$ cat config.mk
export PLATFORM = sky130hd
export DESIGN_NAME = axis_out_packer
export DESIGN_NICKNAME = d
export VERILOG_FILES = /design/src/rtl/axis_out_packer_pkg.sv /design/src/rtl/out_elem_convert.sv /design/src/rtl/axis_out_packer.sv
export SDC_FILE = /design/constraint.sdc
export NUM_CORES = 1
export LEC_CHECK = 0
export ABC_AREA = 1
export BUFFER_PORTS_ARGS = -buffer_cell sky130_fd_sc_hd__buf_2
export CORE_ASPECT_RATIO = 0.8
export CORE_MARGIN = 2
export CORE_UTILIZATION = 25
export DETAILED_ROUTE_END_ITERATION = 16
export PLACE_DENSITY = 0.49
export SLEW_MARGIN = 30
export SYNTH_ARGS = -nofsm -noshare
export SYNTH_HDL_FRONTEND = slang
export SYNTH_HIERARCHICAL = 1
export SYNTH_SLANG_ARGS = --single-unit
$ cat constraint.sdc
create_clock -name aclk -period 10.89 [get_ports aclk]
set_clock_uncertainty 0.05 [all_clocks]
set_input_delay 1.089 -clock aclk [delete_from_list [all_inputs] [get_ports aclk]]
set_output_delay 1.089 -clock aclk [all_outputs]
set_load 0.005 [all_outputs]
$ cat src/rtl/axis_out_packer_pkg.sv
// Shared definitions for the AXI-Stream output packer.
//   - Element-size encodings carried on s_elem_bytes.
//   - Packer state enum.
//   - Helpers: output byte count, element-size legality and legalisation.
package axis_out_packer_pkg;

  localparam logic [2:0] EB_1 = 3'd1;
  localparam logic [2:0] EB_2 = 3'd2;
  localparam logic [2:0] EB_4 = 3'd4;

  typedef enum logic {
    StIdle,
    StPack
  } state_e;

  // Output word width in bytes (M_BYTES).
  function automatic int unsigned m_bytes(int unsigned m_width);
    return m_width / 8;
  endfunction

  function automatic logic eb_illegal(logic [2:0] eb);
    return !((eb == EB_1) || (eb == EB_2) || (eb == EB_4));
  endfunction

  // Illegal sizes fall back to 4-byte elements.
  function automatic logic [2:0] legal_eb(logic [2:0] eb);
    return eb_illegal(eb) ? EB_4 : eb;
  endfunction

endpackage

$ cat src/rtl/out_elem_convert.sv
// Combinational element converter.
// Sign-extends each signed YBits input lane to 32 bits, clamping it to the
// signed range of the selected element size (1, 2 or 4 bytes).
// Ports:
//   data_i       Rows x YBits signed elements, element i at [YBits*(i+1)-1 : YBits*i]
//   elem_bytes_i element size, already legalised to 1/2/4
//   lanes_o      Rows x 32-bit converted lanes (only the low E bytes are meaningful)
//   sat_o        per-lane flag: lane was clamped
module out_elem_convert
  import axis_out_packer_pkg::*;
#(
  parameter int unsigned Rows  = 4,
  parameter int unsigned YBits = 24
) (
  input  logic [Rows*YBits-1:0] data_i,
  input  logic [2:0]            elem_bytes_i,
  output logic [Rows*32-1:0]    lanes_o,
  output logic [Rows-1:0]       sat_o
);

  logic signed [32:0] hi;
  logic signed [32:0] lo;
  logic signed [32:0] val;

  always_comb begin
    case (elem_bytes_i)
      EB_1: begin
        hi = 33'sh0_0000_007F;
        lo = 33'sh1_FFFF_FF80;
      end
      EB_2: begin
        hi = 33'sh0_0000_7FFF;
        lo = 33'sh1_FFFF_8000;
      end
      default: begin
        hi = 33'sh0_7FFF_FFFF;
        lo = 33'sh1_8000_0000;
      end
    endcase

    lanes_o = '0;
    sat_o   = '0;
    val     = '0;
    // When the element is at least YBits wide the input is always in range,
    // so the same compare degenerates to a plain sign extension.
    for (int unsigned i = 0; i < Rows; i++) begin
      val = {{(33 - YBits){data_i[YBits*i+YBits-1]}}, data_i[YBits*i +: YBits]};
      if (val > hi) begin
        lanes_o[32*i +: 32] = hi[31:0];
        sat_o[i]            = 1'b1;
      end else if (val < lo) begin
        lanes_o[32*i +: 32] = lo[31:0];
        sat_o[i]            = 1'b1;
      end else begin
        lanes_o[32*i +: 32] = val[31:0];
      end
    end
  end

endmodule

$ cat src/rtl/axis_out_packer.sv
// AXI-Stream output packer.
// Converts ROWS signed Y_BITS results per input beat to a per-packet element
// size (1/2/4 bytes, saturating or sign-extending), packs whole beats
// little-endian into M_WIDTH-bit words and emits them with keep/last and a
// bytes-per-transfer sideband. Partial words are flushed on s_last.
// Ports:
//   aclk, areset            clock, synchronous active-high reset
//   s_valid/s_ready/s_data  input beat handshake and ROWS x Y_BITS payload
//   s_last                  last beat of packet
//   s_elem_bytes            element size, sampled on the first beat of a packet
//   m_valid/m_ready/m_data  output word handshake and payload
//   m_keep, m_last          byte enables, last word of packet
//   m_bytes_per_transfer    popcount of m_keep
//   sat_count               saturating count of clamped elements
//   cfg_err                 sticky illegal-element-size flag
module axis_out_packer
  import axis_out_packer_pkg::*;
#(
  parameter int unsigned ROWS    = 4,
  parameter int unsigned Y_BITS  = 24,
  parameter int unsigned M_WIDTH = 128,
  parameter int unsigned W_BPT   = 8
) (
  input  logic                   aclk,
  input  logic                   areset,
  input  logic                   s_valid,
  output logic                   s_ready,
  input  logic [ROWS*Y_BITS-1:0] s_data,
  input  logic                   s_last,
  input  logic [2:0]             s_elem_bytes,
  output logic                   m_valid,
  input  logic                   m_ready,
  output logic [M_WIDTH-1:0]     m_data,
  output logic [M_WIDTH/8-1:0]   m_keep,
  output logic                   m_last,
  output logic [W_BPT-1:0]       m_bytes_per_transfer,
  output logic [15:0]            sat_count,
  output logic                   cfg_err
);

  localparam int unsigned MBytes = m_bytes(M_WIDTH);
  localparam int unsigned MaxBpw = MBytes / ROWS;
  localparam int unsigned FillW  = $clog2(MaxBpw + 1);
  localparam int unsigned ByteW  = $clog2(MBytes + 1);
  localparam int unsigned BeatW  = ROWS * 32;
  localparam int unsigned SatW   = $clog2(ROWS + 1);

  state_e               state_q, state_d;
  logic [2:0]           elem_q, elem_d;
  logic [FillW-1:0]     fill_q, fill_d;
  logic [M_WIDTH-1:0]   acc_q, acc_d;
  logic                 m_valid_q, m_valid_d;
  logic [M_WIDTH-1:0]   m_data_q, m_data_d;
  logic [MBytes-1:0]    m_keep_q, m_keep_d;
  logic                 m_last_q, m_last_d;
  logic [W_BPT-1:0]     m_bpt_q, m_bpt_d;
  logic [15:0]          sat_q, sat_d;
  logic                 cfg_err_q, cfg_err_d;

  logic [2:0]           cur_e;
  logic [BeatW-1:0]     lanes;
  logic [ROWS-1:0]      sat_lane;
  logic [BeatW-1:0]     beat_packed;
  logic [M_WIDTH-1:0]   word_new;
  logic [MBytes-1:0]    keep_new;
  logic [ByteW-1:0]     beat_bytes;
  logic [ByteW-1:0]     offset_bytes;
  logic [ByteW-1:0]     fill_bytes;
  logic [FillW-1:0]     bpw;
  logic [FillW-1:0]     fill_inc;
  logic [SatW-1:0]      sat_add;
  logic [16:0]          sat_sum;
  logic                 accept;
  logic                 emit;

  assign s_ready = !m_valid_q || m_ready;
  assign accept  = s_valid && s_ready;

  // The first beat of a packet converts with its own s_elem_bytes, later
  // beats with the latched size.
  assign cur_e = (state_q == StIdle) ? legal_eb(s_elem_bytes) : elem_q;

  out_elem_convert #(
    .Rows  (ROWS),
    .YBits (Y_BITS)
  ) u_conv (
    .data_i       (s_data),
    .elem_bytes_i (cur_e),
    .lanes_o      (lanes),
    .sat_o        (sat_lane)
  );

  // Packing datapath: current beat compacted to E-byte lanes, then placed at
  // the current fill offset on top of the accumulator.
  always_comb begin
    case (cur_e)
      EB_1: begin
        beat_bytes = ByteW'(ROWS);
        bpw        = FillW'(MBytes / ROWS);
      end
      EB_2: begin
        beat_bytes = ByteW'(2 * ROWS);
        bpw        = FillW'(MBytes / (2 * ROWS));
      end
      default: begin
        beat_bytes = ByteW'(4 * ROWS);
        bpw        = FillW'(MBytes / (4 * ROWS));
      end
    endcase

    beat_packed = '0;
    for (int unsigned i = 0; i < ROWS; i++) begin
      case (cur_e)
        EB_1:    beat_packed[8*i +: 8]   = lanes[32*i +: 8];
        EB_2:    beat_packed[16*i +: 16] = lanes[32*i +: 16];
        default: beat_packed[32*i +: 32] = lanes[32*i +: 32];
      endcase
    end

    fill_inc     = fill_q + 1'b1;
    offset_bytes = ByteW'(fill_q) * beat_bytes;
    fill_bytes   = ByteW'(fill_inc) * beat_bytes;
    word_new     = acc_q | (M_WIDTH'(beat_packed) << {offset_bytes, 3'b000});
    keep_new     = ~({MBytes{1'b1}} << fill_bytes);
    emit         = accept && ((fill_inc == bpw) || s_last);

    sat_add = '0;
    for (int unsigned i = 0; i < ROWS; i++) begin
      sat_add = sat_add + SatW'(sat_lane[i]);
    end
    sat_sum = {1'b0, sat_q} + 17'(sat_add);
  end

  // Next-state logic.
  always_comb begin
    state_d   = state_q;
    elem_d    = elem_q;
    fill_d    = fill_q;
    acc_d     = acc_q;
    m_valid_d = m_valid_q;
    m_data_d  = m_data_q;
    m_keep_d  = m_keep_q;
    m_last_d  = m_last_q;
    m_bpt_d   = m_bpt_q;
    sat_d     = sat_q;
    cfg_err_d = cfg_err_q;

    if (m_ready) begin
      m_valid_d = 1'b0;
    end

    if (accept) begin
      sat_d = sat_sum[16] ? 16'hFFFF : sat_sum[15:0];

      if (state_q == StIdle) begin
        elem_d  = cur_e;
        state_d = StPack;
        if (eb_illegal(s_elem_bytes)) begin
          cfg_err_d = 1'b1;
        end
      end

      if (emit) begin
        // Emitting overrides any hand-off in the same cycle: no bubble.
        acc_d     = '0;
        fill_d    = '0;
        m_valid_d = 1'b1;
        m_data_d  = word_new;
        m_keep_d  = keep_new;
        m_last_d  = s_last;
        m_bpt_d   = W_BPT'(fill_bytes);
        if (s_last) begin
          state_d = StIdle;
        end
      end else begin
        acc_d  = word_new;
        fill_d = fill_inc;
      end
    end
  end

  always_ff @(posedge aclk) begin
    if (areset) begin
      state_q   <= StIdle;
      elem_q    <= EB_4;
      fill_q    <= '0;
      acc_q     <= '0;
      m_valid_q <= 1'b0;
      m_data_q  <= '0;
      m_keep_q  <= '0;
      m_last_q  <= 1'b0;
      m_bpt_q   <= '0;
      sat_q     <= '0;
      cfg_err_q <= 1'b0;
    end else begin
      state_q   <= state_d;
      elem_q    <= elem_d;
      fill_q    <= fill_d;
      acc_q     <= acc_d;
      m_valid_q <= m_valid_d;
      m_data_q  <= m_data_d;
      m_keep_q  <= m_keep_d;
      m_last_q  <= m_last_d;
      m_bpt_q   <= m_bpt_d;
      sat_q     <= sat_d;
      cfg_err_q <= cfg_err_d;
    end
  end

  assign m_valid              = m_valid_q;
  assign m_data               = m_data_q;
  assign m_keep               = m_keep_q;
  assign m_last               = m_last_q;
  assign m_bytes_per_transfer = m_bpt_q;
  assign sat_count            = sat_q;
  assign cfg_err              = cfg_err_q;

endmodule

======== Word level (Yosys, flattened, before mapping) ========
Cells that the tools add are included.
storage, ports and cells
  flip-flop bits (word level) ............. 303
  output and inout port bits .............. 172
  bits of input ports ..................... 104
  logic and storage cells ................. 88
operators by class
  order comparisons ....................... 8
  $add $sub $neg .......................... 5
  eq/ne operators ......................... 6
  multiply operators ...................... 2
  muxes and demuxes ....................... 39
  shifts and indexed selects .............. 2
  reduce and logical (&&, ||, !) cells .... 11
  bitwise logic cells ..................... 4
operator list
  kind                                                                    count
  32-bit two-way mux                                                      11
  24-bit by 32-bit > comparator with 1-bit output                         4
  24-bit by 32-bit less-than comparator with 1-bit output                 4
  128-bit two-way mux                                                     1
  128-bit OR                                                              1
  128-bit by 8-bit left shift with 128-bit output                         1
  31-bit case mux with 2 select lines                                     2
  16-bit two-way mux                                                      4
  8-bit two-way mux                                                       3
  16-bit by 3-bit adder with 17-bit output                                1
  16-bit inverter                                                         1
  16-bit by 5-bit left shift with 16-bit output (first input constant)    1
  1-bit two-way mux                                                       13
  3-bit by 5-bit multiplier with 5-bit output                             2
  5-bit case mux with 2 select lines                                      1
  3-bit two-way mux                                                       3
  3-bit by 1-bit equality test with 1-bit output (second input constant)  2
  3-bit by 2-bit equality test with 1-bit output (second input constant)  2
  3-bit case mux with 2 select lines                                      1
  1-bit logical OR                                                        4
  2-bit AND reduction                                                     2
  2-bit by 1-bit adder with 3-bit output                                  1
  3-bit by 1-bit adder with 3-bit output                                  1
  3-bit by 1-bit adder with 3-bit output (second input constant)          1
  8 further kinds                                                         10

======== Logic depth before layout (Yosys ltp) ========
Gate-level depths: netlist of the first run.
  depth in word-level cells ............... 15
  depth in mapped cells ................... 38
  mapped depth without buffers ............ 34

======== Cells and area by module ========
The synthesis of the first run kept the hierarchy.
by module, submodules not included
  module            area each (µm²)  instances  cells an instance  sequential area each (µm²)
  axis_out_packer   14031.0          1          2156               5765.5
  out_elem_convert  5167.5           1          923                0.0

======== Worst setup path after synthesis of the first run ========
OpenSTA, ideal clock, no wires.
  kind .................................... input to register
  start point ............................. input port s_elem_bytes[2]
  end point ............................... register sat_q[11] (netlist: sat_count[11])
  path slack .............................. 2.089 ns
  stages .................................. 30
  path buffers ............................ 3
  data required time ...................... 10.766 ns
  arrival ................................. 8.676 ns
  cell sequence ........................... inv_1 -> nand4_1 -> nand2_2 -> buf_2 -> buf_2 -> inv_1 -> o21ai_2 -> clkinv_1 -> ha_1 -> o21bai_1 -> a221oi_1 -> nand2_1 -> a21oi_1 -> o21a_1 -> ha_1 -> clkinv_1 -> clkbuf_1 -> nand2_1 -> fa_1 -> fa_1 -> inv_1 -> fa_1 -> nor2_1 -> nand3_1 -> nor2_1 -> nand3_1 -> nor2_1 -> nand3_1 -> nand3b_1 -> a31oi_1
on the way
  longest elaborated chain between the ends .. 15
ends and longest elaborated chain
  element                                                                                                                  RTL line                   source
  start, declared                                                                                                          axis_out_packer.sv:30      input logic [2:0] s_elem_bytes,
  3-bit by 1-bit equality test with 1-bit output / 3-bit by 2-bit equality test with 1-bit output (equally long branches)  axis_out_packer_pkg.sv:22  return !((eb == EB_1) || (eb == EB_2) || (eb == EB_4));
  1-bit logical OR (2 in a row)                                                                                            axis_out_packer_pkg.sv:22
  3-bit two-way mux (*)                                                                                                    axis_out_packer_pkg.sv:27  return eb_illegal(eb) ? EB_4 : eb;
  3-bit two-way mux (*)                                                                                                    axis_out_packer.sv:81      assign cur_e = (state_q == StIdle) ? legal_eb(s_elem_bytes) : elem_q;
  via cur_e[2]                                                                                                             axis_out_packer.sv:60      logic [2:0] cur_e;
  3-bit by 2-bit equality test with 1-bit output / 3-bit by 1-bit equality test with 1-bit output (equally long branches)  out_elem_convert.sv:26     case (elem_bytes_i)
  31-bit case mux with 2 select lines                                                                                      out_elem_convert.sv:26
  24-bit by 32-bit less-than comparator with 1-bit output                                                                  out_elem_convert.sv:51     end else if (val < lo) begin
  1-bit two-way mux                                                                                                        out_elem_convert.sv:51
  1-bit two-way mux (*)                                                                                                    out_elem_convert.sv:48     if (val > hi) begin
  via sat_lane[0]                                                                                                          axis_out_packer.sv:62      logic [ROWS-1:0] sat_lane;
  1-bit by 1-bit adder with 2-bit output (*)                                                                               axis_out_packer.sv:129     sat_add = sat_add + SatW'(sat_lane[i]);
  2-bit by 1-bit adder with 3-bit output (*)                                                                               axis_out_packer.sv:129
  3-bit by 1-bit adder with 3-bit output (*)                                                                               axis_out_packer.sv:129
  16-bit by 3-bit adder with 17-bit output (*)                                                                             axis_out_packer.sv:131     sat_sum = {1'b0, sat_q} + 17'(sat_add);
  16-bit two-way mux (*)                                                                                                   axis_out_packer.sv:153     sat_d = sat_sum[16] ? 16'hFFFF : sat_sum[15:0];
  end signal, assigned                                                                                                     axis_out_packer.sv:205     sat_q <= sat_d;
  end, declared                                                                                                            axis_out_packer.sv:57      logic [15:0] sat_q, sat_d;
Mark *: on every way through the listed nets, which the timed path passes. The rest lies on a longest branch.
A chain may end at the register's enable or synchronous reset.

======== Worst setup path after layout of the first run ========
  start point ............................. input port s_elem_bytes[2]
  end point ............................... register sat_q[9] (netlist: sat_count[9])
Same word-level chain as after synthesis.

==> summary.txt, run 1 <==
Run status
  – Run status: finished, final reports clean

Place
  – Detailed placement HPWL: 56.1 mm
  – DP Worst Slack: 3.28 ns
  – Placement Cell Area: 0.0210 mm2
  – GP Congestion: 0.900
  – Dpl cells: 4188
  – Port bufs: 270

Clock network
  – Sink Count: 288
  – Setup repair bufs after CTS: 0
  – Hold_buf cts: 0
  – Clock buffer depth: 3
  – H-tree depth: 2
  – Clk slew on worst S/H paths: 0.06 ns
  – Root Buffer: clkbuf_16
  – TritonCTS clock tree: done
  – PostCTS Resize Cnt: 0
  – Num CTS Buffers: 34
  – Clk_lat worst skew: 0.56 ns

STA
  – Crit share post-route: 64.0%
  – Worst-Margin Slew: 0.971 ns
  – Fin. max-slew vios: 0
  – Slew margin rel.: 35.3%
  – Final Hold Vio Count: 0
  – Achievable Freq: 144 MHz
  – RSZ-0062 raised after global routing: false
  – Worst hold slack: 0.397 ns
  – Post-Route Setup TNS: 0 ns
  – Final min period: 6.97 ns
  – Final Setup Violations: 0
  – Worst setup margin: 3.92 ns

Die
  – Cell row count: 90
  – Die Height: 252 um
  – Die area: 0.0790 mm2
  – Initial cell density of the core: 25.4%
  – CORE AREA: 0.0757 mm2
  – IO Count: 276
  – Die X-Extent: 314 um

Power
  – Comb pwr share: 25.2%
  – Design Power: 3.16 mW
  – Clock group share of total power: 37.8%
  – Switching power: 1.08 mW
  – PD cells: 143 mW/mm2
  – Pint: 2.08 mW
  – Sequential Power Share: 37.0%
  – Sw frac: 34.1%
  – Lkg Pwr: 11.5 nW
  – Maximum VDD drop: 102 uV

GRT
  – Largest net degree at the start of global routing: 115
  – Global-route wire length before repair: 110 mm
  – Initial antenna violation count: 18
  – GRT Overall Usage: 18.1%
  – Total gr overflow: 0
  – Vias in the first global route: 17900

Layout
  – Final Instance Count excl. Fillers: 4256
  – Area Overhead vs Synth: 15.5%
  – # fillers: 8525
  – Final core occ: 29.3%
  – Final nets: 3448
  – Layout cell share with drive strength beyond 1: 12.2%
  – Register area: 0.00577 mm2
  – Post-Layout Inst Area: 0.0222 mm2
  – Multi-input gate area: 0.0112 mm2

Min path
  – Worst Min Path Start: m_data[20]
  – Worst hold path depth: 2
  – Hold Crit Class: reg2reg
  – Min-Delay Endpoint: m_data[20]

Worst setup path
  – Worst R2R Start: state_q
  – Buf/Inv on CP: 9
  – CP max stage cell: clkinv_1
  – Top fanout value on the critical path: 21
  – FF-to-FF path depth: 30
  – Levels on crit path: 32
  – WP data required: 11.34 ns
  – R2R Path End: sat_count[9]
  – Startpoint Class: input pin
  – CP endpoint kind: flop
  – WS Path Type: in2reg
  – CP delay by family, top: buffers and inverters
  – CP max stage delay: 0.63 ns
  – Worst R2R Setup Slack: 4.24 ns
  – Worst EP arrival: 7.42 ns

Synthesis
  – Number of synthesized flops with an enable pin: 0
  – Mapped Cells: 3079
  – Mapped Area: 0.0192 mm2
  – Synthesis Warnings: 6
  – Top-count cell post-synth: nand2_1
  – Post-synthesis sequential area ratio: 30.0%
  – Syn Area/Cell: 6.24 um2
  – Area contributors post-synth: dfxtp_1, nand2_1, ha_1, nand3_1, o21ai_0
  – Post-synth top area share: 30.0%
  – Cell variety after synth: 47
  – Synth area leader: dfxtp_1
  – Ys flop type: dfxtp_1
  – Async SR Flop Fraction: 0%
  – Synth cell count leaders: nand2_1, inv_1, dfxtp_1, nand3_1, o21ai_0
  – Synth Register Bits: 288

Route
  – Pre-antenna DRT Iters: 7
  – Post-route ant nets: 0
  – Via Count: 19700
  – DR WL/cell: 17.2 um
  – 1st-iter DRT viols: 1918
  – Via density: 4.63
  – DRT Wirelength: 73.1 mm
  – Drt drc: 0

Flow run
  – Max-capacitance violation count: 0
[power by group through the flow]
stage          registers [mW]  logic (mW)  clock network (mW)
2_1_floorplan            1.19       0.513                   0
3_5_place_dp             1.19       0.799                   0
5_1_grt                  1.18       0.901                1.27
6_report                 1.17       0.797                1.19
3_3_place_gp             1.19       0.796                   0
4_1_cts                  1.17       0.802                1.23
[flip-flops by register name, summed over array words and instances (netlist names)]
signal / flops
m_last: 1
elem_q: 3
acc_q: 128
m_valid: 1
m_data: 128
m_keep: 4
sat_count: 16
state_q: 1
fill_q: 3
cfg_err: 1
m_bytes_per_transfer: 2
[placed cells by master, fill, tap and decap left out, types with 9 or more instances in the layout]
cell	n
nand3_1	262
nand4_1	29
buf_4	19
dfxtp_1	288
a21oi_1	211
nor3_1	18
inv_1	298
ha_1	127
nand2_1	1198
clkbuf_1	9
buf_2	270
o21ai_0	225
nor2_1	85
a31oi_1	18
clkbuf_16	35
[area by class of cell]
class / count / area share [%]
multi-input combinational: 2285 / 50.7
sequential: 288 / 26.0
timing repair buffer: 292 / 7.04
tap: 1012 / 5.71
inverter: 312 / 5.29
clock buffer: 50 / 4.48
clock inverter: 10 / 0.711
antenna: 7 / 0.0790
[worst register-to-register path, delay by kind of cell (launching register included)]
kind / cells / cell delay, ns
AOI/OAI and AO/OA: 6 / 0.93
adders and majority gates: 5 / 1.69
and+or+nand+nor: 12 / 1.69
buffers and inverters: 7 / 1.79
DFF: 1 / 0.45
[metal layers]
metal	track usage (%)	part of all wire [%]	wire, um	vias up
met3	3.36	6.5	4770	89
li1	-	-	-	10100
met2	28.0	43	31400	589
met4	3.73	1.9	1370	14
met5	0	0.12	91	-
met1	26.0	48	35400	8911
[worst max path at each step]
stage                               start             to  slack (ns)
after floorplan           s_elem_bytes[2]  sat_count[11]        2.09
after global placement    s_elem_bytes[2]   sat_count[9]        3.38
after detailed placement  s_elem_bytes[2]   sat_count[9]        3.28
after CTS                 s_elem_bytes[2]   sat_count[9]        3.84
after global routing      s_elem_bytes[0]   sat_count[9]        3.16
final                     s_elem_bytes[2]   sat_count[9]        3.92
[cell families after synthesis]
family,synth area share (%)
compound gates,13.7
xor+xnor,0.593
fa+ha+maj,8.65
buf+inv,11.7
flops,30.0
other cells,0.0195
simple gates,35.3
Note: power is estimated with default switching activity, not from simulation.
==> run 2, diff against run 1 <==
--- a/config.mk
+++ b/config.mk
@@ -5,13 +5,13 @@
 export SDC_FILE = /design/constraint.sdc
 export NUM_CORES = 1
 export LEC_CHECK = 0
-export ABC_AREA = 1
+export ABC_AREA = 0
 export BUFFER_PORTS_ARGS = -buffer_cell sky130_fd_sc_hd__buf_2
 export CORE_ASPECT_RATIO = 0.8
 export CORE_MARGIN = 2
 export CORE_UTILIZATION = 25
 export DETAILED_ROUTE_END_ITERATION = 16
-export PLACE_DENSITY = 0.49
+export PLACE_DENSITY = 0.5
 export SLEW_MARGIN = 30
 export SYNTH_ARGS = -nofsm -noshare
 export SYNTH_HDL_FRONTEND = slang
==> constraint.sdc (replaced) <==
create_clock -name aclk -period 6.88 [get_ports aclk]
set_clock_uncertainty 0.05 [all_clocks]
set_input_delay 0.688 -clock aclk [delete_from_list [all_inputs] [get_ports aclk]]
set_output_delay 0.688 -clock aclk [all_outputs]
set_load 0.005 [all_outputs]
==> summary.txt, run 2 <==
Power
  – PD cells: 226 mW/mm2 (was 143 mW/mm2)
  – Design Power: 4.61 mW (was 3.16 mW)
  – Maximum VDD drop: 149 uV (was 102 uV)
  – Lkg Pwr: 8.63 nW (was 11.5 nW)

Clock network
  – Clk slew on worst S/H paths: 0.07 ns (was 0.06 ns)
  – Root Buffer: clkbuf_16 (unchanged)
  – H-tree depth: 1 (was 2)
  – Clk_lat worst skew: 0.58 ns (was 0.56 ns)
  – Clock buffer depth: 3 (unchanged)
  – Sink Count: 288 (unchanged)
  – TritonCTS clock tree: done (unchanged)
  – Num CTS Buffers: 30 (was 34)
  – Hold_buf cts: 0 (unchanged)
  – PostCTS Resize Cnt: 0 (unchanged)

Worst setup path
  – Startpoint Class: flop (was input pin)
  – Worst R2R Start: state_q (unchanged)
  – CP endpoint kind: flop (unchanged)
  – WS Path Type: reg2reg (was in2reg)
  – Worst EP arrival: 6.72 ns (was 7.42 ns)
  – Crit path from: state_q (was s_elem_bytes[2])
  – WP data required: 7.34 ns (was 11.34 ns)
  – Top fanout value on the critical path: 14 (was 21)

Place
  – Detailed placement HPWL: 55.7 mm (was 56.1 mm)
  – GP Congestion: 0.928 (was 0.900)
  – Dpl cells: 3082 (was 4188)
  – Port bufs: 270 (unchanged)

Route
  – Post-route ant nets: 0 (unchanged)
  – Via Count: 16900 (was 19700)
  – 1st-iter DRT viols: 2005 (was 1918)
  – Pre-antenna DRT Iters: 8 (was 7)
  – Via density: 5.38 (was 4.63)
  – Drt drc: 0 (unchanged)
  – DR WL/cell: 23.6 um (was 17.2 um)
  – DRT Wirelength: 74.0 mm (was 73.1 mm)

Run status
  – Run status: finished, final reports clean (unchanged)

Layout
  – Area Overhead vs Synth: 15.8% (was 15.5%)
  – Most common cell after layout, fill and taps aside: dfxtp_1 (was nand2_1)
  – # fillers: 7486 (was 8525)
  – Final core occ: 29.4% (was 29.3%)
  – Most frequent cells in the layout: dfxtp_1, buf_2, nand2_1, o21ai_0, mux2i_1 (was nand2_1, inv_1, dfxtp_1, buf_2, nand3_1)
  – Layout cell share with drive strength beyond 1: 18.0% (was 12.2%)
  – Final Instance Count excl. Fillers: 3140 (was 4256)
  – Final nets: 2426 (was 3448)

GRT
  – Initial antenna violation count: 4 (was 18)
  – Total gr overflow: 0 (unchanged)
  – Vias in the first global route: 15800 (was 17900)
  – Global-route wire length before repair: 106 mm (was 110 mm)
  – Largest net degree at the start of global routing: 85 (was 115)
  – GRT Overall Usage: 19.5% (was 18.1%)

Synthesis
  – Post-synthesis sequential area ratio: 32.8% (was 30.0%)
  – Synthesis Warnings: 6 (unchanged)
  – Synth Register Bits: 288 (unchanged)
  – Post-synth top area share: 32.8% (was 30.0%)
  – Area contributors post-synth: dfxtp_1, mux2i_1, ha_1, o21ai_0, o22ai_1 (was dfxtp_1, nand2_1, ha_1, nand3_1, o21ai_0)
  – Async SR Flop Fraction: 0% (unchanged)
  – Synth area leader: dfxtp_1 (unchanged)
  – Synth cell count leaders: dfxtp_1, nand2_1, o21ai_0, mux2i_1, a21oi_1 (was nand2_1, inv_1, dfxtp_1, nand3_1, o21ai_0)
  – Ys flop type: dfxtp_1 (unchanged)
  – Syn Area/Cell: 8.64 um2 (was 6.24 um2)
  – Mapped Area: 0.0176 mm2 (was 0.0192 mm2)
  – Cell variety after synth: 86 (was 47)
  – Top-count cell post-synth: dfxtp_1 (was nand2_1)
  – Number of synthesized flops with an enable pin: 0 (unchanged)
  – Mapped Cells: 2037 (was 3079)

Min path
  – Worst Min Path Start: s_last (was m_data[20])
  – Hold Crit Class: in2reg (was reg2reg)

STA
  – Final Setup Violations: 0 (unchanged)
  – Achievable Freq: 160 MHz
  – Fin. max-slew vios: 0 (unchanged)
  – Slew margin rel.: 28.9% (was 35.3%)
  – Worst-Margin Slew: 1.07 ns (was 0.971 ns)
  – Final Hold Vio Count: 0 (unchanged)
  – Crit share post-route: 91.0%
  – RSZ-0062 raised after global routing: false (unchanged)
  – Worst hold slack: 0.352 ns (was 0.397 ns)
  – Final min period: 6.26 ns
  – Post-Route Setup TNS: 0 ns (unchanged)

Die
  – CORE AREA: 0.0693 mm2 (was 0.0757 mm2)
  – Die Height: 241 um (was 252 um)
  – Die X-Extent: 301 um (was 314 um)
  – Initial cell density of the core: 25.4% (about the same)
  – Cell row count: 86 (was 90)
  – Die area: 0.0725 mm2 (was 0.0790 mm2)
  – IO Count: 276 (unchanged)

Flow run
  – Max-capacitance violation count: 0 (unchanged)
run 2: critical path: stages, from the launching register on:
cell and delay, ns:
dfxtp_1 0.46, nor4b_4 0.57, a21o_1 0.21, xnor2_1 0.19, nor2_4 0.10, buf_4 0.22
ha_1 0.39, nand4_1 0.20, nor4_1 0.48, o211ai_1 0.16, o311a_2 0.22, nor2_8 0.23
nand2_1 0.14, fa_1 0.65, fa_1 0.28, inv_1 0.07, fa_1 0.40, nor2b_1 0.20
nand3_1 0.15, nor2_1 0.31, nand2_1 0.28, a31oi_1 0.22
run 2: timing repair:
action	in CTS	in global routing
setup endpoints to repair	0	12
setup buffers	0	1
hold endpoints to repair	0	0
run 2: final timing paths:
kind,endpoint,slack (ns),cells after the start
max,sat_count[13],0.62,21
min,m_last,0.35,3
max reg2reg,sat_count[13],0.62,21
min reg2reg,acc_q[106],0.40,2
run 2: metrics by stage:
step	cell area [um2]	setup WS (ns)
after floorplan	17600	0.0954
after global placement	19300	0.188
after detailed placement	19300	0.0216
after CTS	20400	0.357
after global routing	20400	0.202
final	20400	0.619
run 2: cell type report:
type	instances	area, um2	share of cell area, %
clock buffers	46	902	4.43
flip-flops and latches	288	5770	28.3
diodes	3	7.51	0.0368
repair buffers	305	1630	8.01
multi-input cells	1526	10600	52.2
well taps	924	1160	5.67
inverters	40	150	0.737
clock inverters	8	130	0.639
run 2: layer usage:
| layer | GRT usage [%] | wire length (um) | vias to the layer above |
|---|---|---|---|
| li1 | - | - | 7843 |
| met5 | 0 | 24 | - |
| met4 | 4.51 | 1660 | 4 |
| met2 | 31.2 | 33300 | 754 |
| met3 | 4.98 | 6720 | 91 |
| met1 | 26.3 | 32300 | 8200 |
run 2: kinds of logic (layout without fill, tap and decap cells):
kind of cell	Yosys count	count (layout)	share of synthesized area, %
compound gates	748	748	27.5
xor+xnor	18	18	0.896
fa+ha+maj	131	131	9.44
buf+inv	227	399	7.11
flops	288	288	32.8
mux	168	168	9.84
other cells	1	8	0.0213
simple gates	456	456	12.4
run 2: where the power goes:
group	switching [mW]	total, mW	leakage (nW)	internal (mW)
registers	0.0705	1.82	2.34	1.75
logic	0.692	1.05	5.79	0.360
clock network	0.720	1.73	0.499	1.01
total	1.48	4.61	8.63	3.13
